### src/rtl/stream_pkt_pkg.sv
// Shared types for the packet ingress tagger and the packet FIFO.
package stream_pkt_pkg;

    typedef enum logic [0:0] {
        ST_PASS    = 1'b0,
        ST_DISCARD = 1'b1
    } pkt_tag_state_t;

    localparam int PKT_MAX_BEATS_DEFAULT = 14;

    // Counter width able to hold 0..max_beats inclusive.
    function automatic int pkt_beats_w(input int max_beats);
        return $clog2(max_beats + 1);
    endfunction

    typedef logic [$clog2(PKT_MAX_BEATS_DEFAULT + 1)-1:0] pkt_beats_t;

endpackage

### src/rtl/stream_pkt_tagger.sv
// Packet ingress tagger: counts beats, truncates at MAX_PKT_BEATS, flags drops.
// Optional runt drop enabled by defining STREAM_PKT_TAGGER_RUNT_DROP_EN.
module stream_pkt_tagger
    import stream_pkt_pkg::*;
#(
    parameter int DATA_WIDTH    = 8,
    parameter int MAX_PKT_BEATS = 14,
    parameter int MIN_PKT_BEATS = 4
) (
    input  logic                  clk,
    input  logic                  rst,
    input  logic [DATA_WIDTH-1:0] s_data,
    input  logic                  s_last,
    input  logic                  s_err,
    input  logic                  s_valid,
    output logic                  s_ready,
    output logic [DATA_WIDTH-1:0] m_data,
    output logic                  m_last,
    output logic [DATA_WIDTH-1:0] m_header,
    output logic                  m_drop,
    output logic                  m_valid,
    input  logic                  m_ready
);

    localparam int CNT_W = pkt_beats_w(MAX_PKT_BEATS);
    localparam logic [CNT_W-1:0] MAX_N = CNT_W'(MAX_PKT_BEATS);

    initial begin
        if (MAX_PKT_BEATS >= (2 ** DATA_WIDTH))
            $fatal(1, "MAX_PKT_BEATS must be below 2**DATA_WIDTH");
        if (MIN_PKT_BEATS < 1 || MIN_PKT_BEATS > MAX_PKT_BEATS)
            $fatal(1, "MIN_PKT_BEATS out of range");
    end

    pkt_tag_state_t   state;
    logic [CNT_W-1:0] cnt;
    logic [CNT_W-1:0] n;
    logic             err_seen;
    logic             at_max;
    logic             trunc;
    logic             last_out;
    logic             runt;

    assign n        = cnt + 1'b1;
    assign at_max   = (n == MAX_N);
    assign trunc    = at_max & ~s_last;
    assign last_out = s_last | at_max;

`ifdef STREAM_PKT_TAGGER_RUNT_DROP_EN
    localparam logic [CNT_W-1:0] MIN_N = CNT_W'(MIN_PKT_BEATS);
    assign runt = last_out & ~trunc & (n < MIN_N);
`else
    assign runt = 1'b0;
`endif

    assign s_ready = ~rst & ((state == ST_DISCARD) | ~m_valid | m_ready);

    always_ff @(posedge clk) begin
        if (rst) begin
            state    <= ST_PASS;
            cnt      <= '0;
            err_seen <= 1'b0;
            m_data   <= '0;
            m_last   <= 1'b0;
            m_header <= '0;
            m_drop   <= 1'b0;
            m_valid  <= 1'b0;
        end else begin
            // A completed handshake empties the register unless refilled below.
            if (m_valid && m_ready)
                m_valid <= 1'b0;
            if (s_valid && s_ready) begin
                if (state == ST_PASS) begin
                    m_data   <= s_data;
                    m_last   <= last_out;
                    m_header <= DATA_WIDTH'(n);
                    m_drop   <= err_seen | s_err | trunc | runt;
                    m_valid  <= 1'b1;
                    if (last_out) begin
                        cnt      <= '0;
                        err_seen <= 1'b0;
                    end else begin
                        cnt      <= n;
                        err_seen <= err_seen | s_err;
                    end
                    if (trunc)
                        state <= ST_DISCARD;
                end else if (s_last) begin
                    state <= ST_PASS;
                end
            end
        end
    end

endmodule

### config.mk
export PLATFORM = sky130hd
export DESIGN_NAME = stream_pkt_tagger
export DESIGN_NICKNAME = d
export VERILOG_FILES = /design/src/rtl/stream_pkt_pkg.sv /design/src/rtl/stream_pkt_tagger.sv
export SDC_FILE = /design/constraint.sdc
export NUM_CORES = 1
export LEC_CHECK = 0
export CORE_UTILIZATION = 47
export DETAILED_ROUTE_END_ITERATION = 10
export PLACE_DENSITY = 0.86
export SYNTH_ARGS = -nofsm -noshare
export SYNTH_HDL_FRONTEND = slang
export SYNTH_SLANG_ARGS = --single-unit
### constraint.sdc
create_clock -name clk -period 3.4 [get_ports clk]
set_clock_uncertainty 0.2 [all_clocks]
set_input_delay 0.68 -clock clk [delete_from_list [all_inputs] [get_ports clk]]
set_output_delay 0.68 -clock clk [all_outputs]
set_load 0.01 [all_outputs]
* Word level (Yosys, flattened, before mapping) *
Index checks and enable logic that the tools add are counted.

word-level totals
  flip-flop bits (word level) = 21
  input port bits = 14
  output and inout port bits = 20
  word-level logic and storage cells = 32

operators by class
  $add $sub $neg = 1
  equal/unequal tests = 1
  mux-type cells = 8
  bitwise gates (word level) = 11
  reduce and logical (&&, ||, !) cells = 3

operators with widths
  kind                                                            count
  1-bit two-way mux                                               7
  1-bit bitwise OR                                                5
  4-bit by 1-bit adder with 4-bit output (second input constant)  1
  4-bit equality test (second input constant)                     1
  4-bit two-way mux                                               1
  1-bit NOT                                                       4
  1-bit bitwise AND                                               2
  1-bit logical AND                                               2
  2-bit AND reduction                                             1

* Logic depth before layout (Yosys ltp) *
Gate-level depths: netlist of run 1.

  depth after elaboration = 6
  mapped depth = 6
  mapped depth without buffers = 5

* Worst setup path after synthesis of run 1 *
Ideal clock, no wire load.

  path kind = input port to output port
  start point = input port rst
  end point = output port s_ready
  arrival = 1.053 ns
  required time = 2.520 ns
  slack = 1.467 ns
  stages on the path = 2
  buffers on the path = 1
  cells stage by stage = clkbuf_1 nor2_1

on the way
  cells in the longest elaborated chain, start to end = 2

ends and longest elaborated chain
  element            line                     text
  start, declared    stream_pkt_tagger.sv:11  input logic rst,
  1-bit NOT          stream_pkt_tagger.sv:56  assign s_ready = ~rst & ((state == ST_DISCARD) | ~m_valid | m_ready);
  1-bit bitwise AND  stream_pkt_tagger.sv:56
  end, declared      stream_pkt_tagger.sv:16  output logic s_ready,

Every way passes these cells.

* Final worst setup path of run 1 *
  start point = input port m_ready
  end point = output port s_ready

on the way
  cells in the longest elaborated chain, start to end = 2

ends and longest elaborated chain
  element            line                     text
  start, declared    stream_pkt_tagger.sv:22  input logic m_ready
  1-bit bitwise OR   stream_pkt_tagger.sv:56
  1-bit bitwise AND  stream_pkt_tagger.sv:56

Every way passes these cells.

==> results.json, run 1 <==
{
  "outcome": "complete, no violations",
  "setup_slack_ns": 0.532,
  "yosys_register_bits": 21,
  "criticalPathCategory": "input port to primary output",
  "final_hold_viol_count": 0,
  "cts.sink_count": 21,
  "cts_root_buf": "clkbuf_4",
  "synth_flop_cell": "dfxtp_1",
  "postCtsSetupBuffers": 0,
  "hpwlAfterDp_mm": 1.51,
  "cp_max_fo": 5,
  "power_density_nw_per_um2": 366,
  "cts_tree": "yes",
  "pre_cts_ws_ns": 0.522,
  "clockBufferDepth": 2,
  "p_leak_nw": 0.451,
  "diodes": 0,
  "syn_area_per_cell_sq_um": 8.35,
  "ir_drop_mv": 0.236,
  "cp.required_ns": 2.52,
  "io_buffers": 29,
  "grt_pass1_wl_mm": 3.39,
  "antenna_found_initial": 0,
  "num_rows": 16,
  "worst_setup_path_start_kind": "input port",
  "total_power_w": 0.000466,
  "drv_cap": 0,
  "synth_cell_types": 32,
  "synth-edff-count": 0,
  "syn_inst": 116,
  "seq_area_frac_synth": 0.434,
  "fin_tns_setup_ns": 0,
  "track_usage": 0.212,
  "core_area_sq_um": 1940,
  "clk_latency_ns": 0.31,
  "viasPerCell": 5.29,
  "period_needed_ns": 2.87,
  "tightestPinTransition_ns": 0.821,
  "routed_wl_mm": 2.07,
  "ys_warn_count": 0,
  "h-tree-depth": 1,
  "die_area_sq_um": 2250,
  "final_cells": 170,
  "setup_viol": 0,
  "worstPathArrival_ns": 1.99,
  "cp.buffers_inverters": 2,
  "async_reset_ff_frac": 0,
  "drive_above_1_share": 0.0699,
  "fp.dieH_um": 47.4,
  "fmax_ghz": 0.349,
  "hold_path_class": "flop to flop",
  "numCtsBuffers": 3,
  "crit_chain": "clkdlybuf4s50_1 > nand2b_1 > nor2_1 > nor2_1 > clkdlybuf4s50_1",
  "die_w_um": 47.4,
  "dp.cells": 166,
  "rsz0062_at_grt": "false",
  "drv_slew": 0,
  "synth_area_sq_um": 968,
  "clk_pin_slew_ns": 0.11,
  "cp-end-kind": "primary output",
  "io_pins": 34,
  "syn_to_final_growth_pct": 31.7,
  "fin_nets": 160,
  "place_area_sq_um": 1250,
  "drc": 0,
  "final_cell_area_sq_um": 1270,
  "overflow": 0,
  "grt_pass1_vias": 850,
  "slew_headroom": 0.453,
  "globalplace.congestion": 0.789,
  "via_count": 899,
  "drt_iter0_markers": 9,
  "ant_nets": 0,
  "slowest_stage": "clkdlybuf4s50_1",
  "cts_resized": 0,
  "period_share": 0.843,
  "slowest_delay_ns": 0.55,
  "wire_per_inst_um": 12.2,
  "crit_family": "buffers and inverters",
  "initial_utilization": 0.499,
  "dr.pass1.iters": 4,
  "cts_hold_buf": 0,
  "grt_max_degree": 24
}
-- Yosys cell counts (2+ instances only) --
cell      number  area share
buf_2          3       0.015
nor3_1         2       0.010
nand2_1       20       0.078
a21oi_1       14       0.072
nand4b_1       2       0.018
buf_4          4       0.031
clkbuf_1       2      0.0078
ha_1           2       0.026
nand2b_1       2       0.013
dfxtp_1       21        0.43
nor2_1        13       0.050
inv_1          2      0.0078
nand3_1        2       0.010
nor2b_1        2       0.013
a31oi_1        2       0.013
a211oi_1       4       0.031
nand4_1        3       0.019
o21ai_0        2       0.010
-- report_power, final --
| part | switching [W] | total [W] | internal (W) |
|---|---|---|---|
| Clock | 0.0000792 | 0.000123 | 0.0000439 |
| Combinational | 0.0000371 | 0.0000792 | 0.0000422 |
| Sequential | 0.00000647 | 0.000264 | 0.000257 |
| Total | 0.000123 | 0.000466 | 0.000343 |
-- layer usage --
layer  share of wire  routed length, um  global-route usage
met5               0                  0                   0
met2            0.50               1030               0.370
met4          0.0029                  6              0.0629
met1            0.45                931               0.241
met3           0.048                 99              0.0731
-- registers in the layout, indices dropped and copies added, names as in the netlist --
register / cells
cnt: 4
m_valid: 1
err_seen: 1
m_header: 4
m_data: 8
m_last: 1
state: 1
m_drop: 1
-- layout make-up --
| class | count | area [sq um] |
|---|---|---|
| clock inverters | 1 | 5.00 |
| flip-flops and latches | 21 | 420 |
| well taps | 27 | 33.8 |
| clock buffers | 3 | 22.5 |
| multi-input cells | 86 | 488 |
| repair buffers | 30 | 298 |
| fillers | 161 | 667 |
| inverters | 2 | 7.51 |
-- logic make-up (layout without fill, tap and decap cells) --
logic type      after synthesis  in the layout  synth area share
flops                        21             21             0.434
fa+ha+maj                     2              2            0.0258
simple gates                 50             50             0.243
other cells                   1              4           0.00387
buf+inv                      12             36            0.0736
compound gates               30             30             0.220
-- worst paths after layout --
kind                            startpoint   endpoint  slack, ns  cells past startpoint
worst max register to register      cnt[1]     cnt[3]       1.39                      5
worst min register to register   m_data[6]  m_data[6]       0.26                      2
worst min-delay path             m_data[6]  m_data[6]       0.26                      2
worst max-delay path               m_ready    s_ready       0.53                      5
-- layout by cell type (no fill, tap or decap), types with 2 or more instances in the layout --
master,count
a211oi_1,4
a21oi_1,14
a31oi_1,2
clkbuf_4,3
clkdlybuf4s50_1,29
conb_1,4
dfxtp_1,21
ha_1,2
inv_1,2
nand2_1,20
nand2b_1,2
nand3_1,2
nand4_1,3
nand4b_1,2
nor2_1,13
nor2b_1,2
nor3_1,2
o21ai_0,2
-- stage by stage --
stage / util / hold slack, ns
6_report: 0.657 / 0.262
5_1_grt: 0.657 / 0.295
4_1_cts: 0.657 / 0.263
3_5_place_dp: 0.642 / 0.247
3_3_place_gp: 0.642 / 0.242
2_1_floorplan: - / 0.255
-- tightest hold or removal path, stage by stage (launching register included) --
cell and delay (ns):
dfxtp_1 0.33, nand2_1 0.05, a21oi_1 0.05
No activity file was read; power rests on OpenSTA's default activity.
==> run 2: changes to the inputs <==
--- a/config.mk
+++ b/config.mk
@@ -5,9 +5,9 @@
 export SDC_FILE = /design/constraint.sdc
 export NUM_CORES = 1
 export LEC_CHECK = 0
-export CORE_UTILIZATION = 47
+export CORE_UTILIZATION = 39
 export DETAILED_ROUTE_END_ITERATION = 10
-export PLACE_DENSITY = 0.86
+export PLACE_DENSITY = 0.77
 export SYNTH_ARGS = -nofsm -noshare
 export SYNTH_HDL_FRONTEND = slang
 export SYNTH_SLANG_ARGS = --single-unit
==> constraint.sdc (replaced) <==
create_clock -name clk -period 2.5 [get_ports clk]
set_clock_uncertainty 0.2 [all_clocks]
set_input_delay 0.5 -clock clk [delete_from_list [all_inputs] [get_ports clk]]
set_output_delay 0.5 -clock clk [all_outputs]
set_load 0.01 [all_outputs]
==> results.json, run 2 (synthesized netlist as in run 1, its figures left out) <==
{
  "postCtsSetupBuffers": 0,
  "fp.dieH_um": 51.8,
  "period_needed_ns": 2.41,
  "pre_cts_ws_ns": 0.0803,
  "ir_drop_mv": 0.430,
  "die_w_um": 51.8,
  "tightestPinTransition_ns": 0.635,
  "cts_tree": "yes",
  "io_pins": 34,
  "clk_pin_slew_ns": 0.11,
  "ant_nets": 0,
  "cp.required_ns": 1.80,
  "diodes": 0,
  "clk_latency_ns": 0.30,
  "total_power_w": 0.000628,
  "viasPerCell": 5.14,
  "h-tree-depth": 1,
  "cp-end-kind": "primary output",
  "hold_path_class": "flop to flop",
  "rsz0062_at_grt": "false",
  "antenna_found_initial": 0,
  "hpwlAfterDp_mm": 1.41,
  "dr.pass1.iters": 4,
  "initial_utilization": 0.426,
  "worstPathArrival_ns": 1.71,
  "clockBufferDepth": 2,
  "syn_to_final_growth_pct": 34.0,
  "cts_hold_buf": 0,
  "track_usage": 0.167,
  "criticalPathCategory": "input port to primary output",
  "numCtsBuffers": 3,
  "cp_max_fo": 2,
  "final_cell_area_sq_um": 1300,
  "period_share": 0.963,
  "largest_register_ffs": 8,
  "num_rows": 17,
  "wl_met1_um": 836,
  "slew_headroom": 0.575,
  "final_cell_mix": "clkdlybuf4s50_1 (29), dfxtp_1 (21), nand2_1 (20)",
  "final_hold_viol_count": 0,
  "power_density_nw_per_um2": 484,
  "fin_tns_setup_ns": 0,
  "fill_cells": 210,
  "drc": 0,
  "fmax_ghz": 0.415,
  "largest-register": "m_data",
  "setup_viol": 0,
  "place_area_sq_um": 1270,
  "grt_max_degree": 24,
  "layout_commonest_cell": "clkdlybuf4s50_1",
  "reg_top3": "m_data: 8 flops, cnt: 4 flops, m_header: 4 flops",
  "io_buffers": 29,
  "routed_wl_mm": 1.95,
  "top_layer_used": "met4",
  "drive_above_1_share": 0.0822,
  "met3_length_um": 121,
  "cts.sink_count": 21,
  "drv_cap": 0,
  "fin_nets": 163,
  "cts_resized": 0,
  "setup_slack_ns": 0.0923,
  "worst_setup_path_start_kind": "input port",
  "outcome": "complete, no violations",
  "drt_iter0_markers": 10,
  "grt_pass1_vias": 784,
  "overflow": 0,
  "via_count": 894,
  "cts_root_buf": "clkbuf_4",
  "core_area_sq_um": 2280,
  "drv_slew": 0,
  "wire_per_inst_um": 11.2,
  "die_area_sq_um": 2690,
  "p_leak_nw": 0.462,
  "globalplace.congestion": 0.874,
  "dr_wl_met2_um": 978,
  "grt_pass1_wl_mm": 3.33
}
[run 2: cell types whose count changed in the layout (fill, tap and decap cells not counted)]
cell      previous run  this run
buf_4                1         4
clkbuf_1             0         1
clkinv_2             1         0
[run 2: critical path, cell delays in order]
cell             delay [ns]
clkdlybuf4s50_1        0.44
nand2b_1               0.11
nor2_1                 0.04
nor2_1                 0.08
clkdlybuf4s50_1        0.53
[run 2: final cells by class]
type | instances | area [sq um] | area share
Tap cell | 28 | 35.0 | 0.0270
Sequential cell | 21 | 420 | 0.324
Inverter | 2 | 7.51 | 0.00579
Multi-Input combinational cell | 86 | 488 | 0.376
Clock buffer | 4 | 26.3 | 0.0203
Timing Repair Buffer | 33 | 320 | 0.247
[run 2: per-layer routing]
metal | global-route usage | vias to the layer above
met1 | 0.192 | 408
met2 | 0.295 | 29
met3 | 0.0526 | 2
met5 | 0 | -
met4 | 0.0405 | 0
li1 | - | 455
[run 2: path summary, 6_finish.rpt]
path / from / to / slack, ns / depth (start not counted)
worst max-delay path: m_ready / s_ready / 0.09 / 5
worst min register to register: m_data[0] / m_data[0] / 0.27 / 2
worst min-delay path: m_data[0] / m_data[0] / 0.27 / 2
worst max register to register: cnt[1] / cnt[3] / 0.53 / 5
[run 2: metrics by stage]
stage / hold slack (ns) / std cells / utilization
5_1_grt: 0.287 / 174 / 0.570
6_report: 0.267 / 174 / 0.570
3_5_place_dp: 0.249 / 170 / 0.559
2_1_floorplan: 0.255 / 119 / -
3_3_place_gp: 0.242 / 170 / 0.559
4_1_cts: 0.267 / 174 / 0.570
[run 2: report_power, final]
part           internal [W]  switching [W]  leakage, nW
Clock             0.0000621      0.0000980       0.0150
Combinational     0.0000602      0.0000501        0.275
Sequential         0.000350     0.00000832        0.172
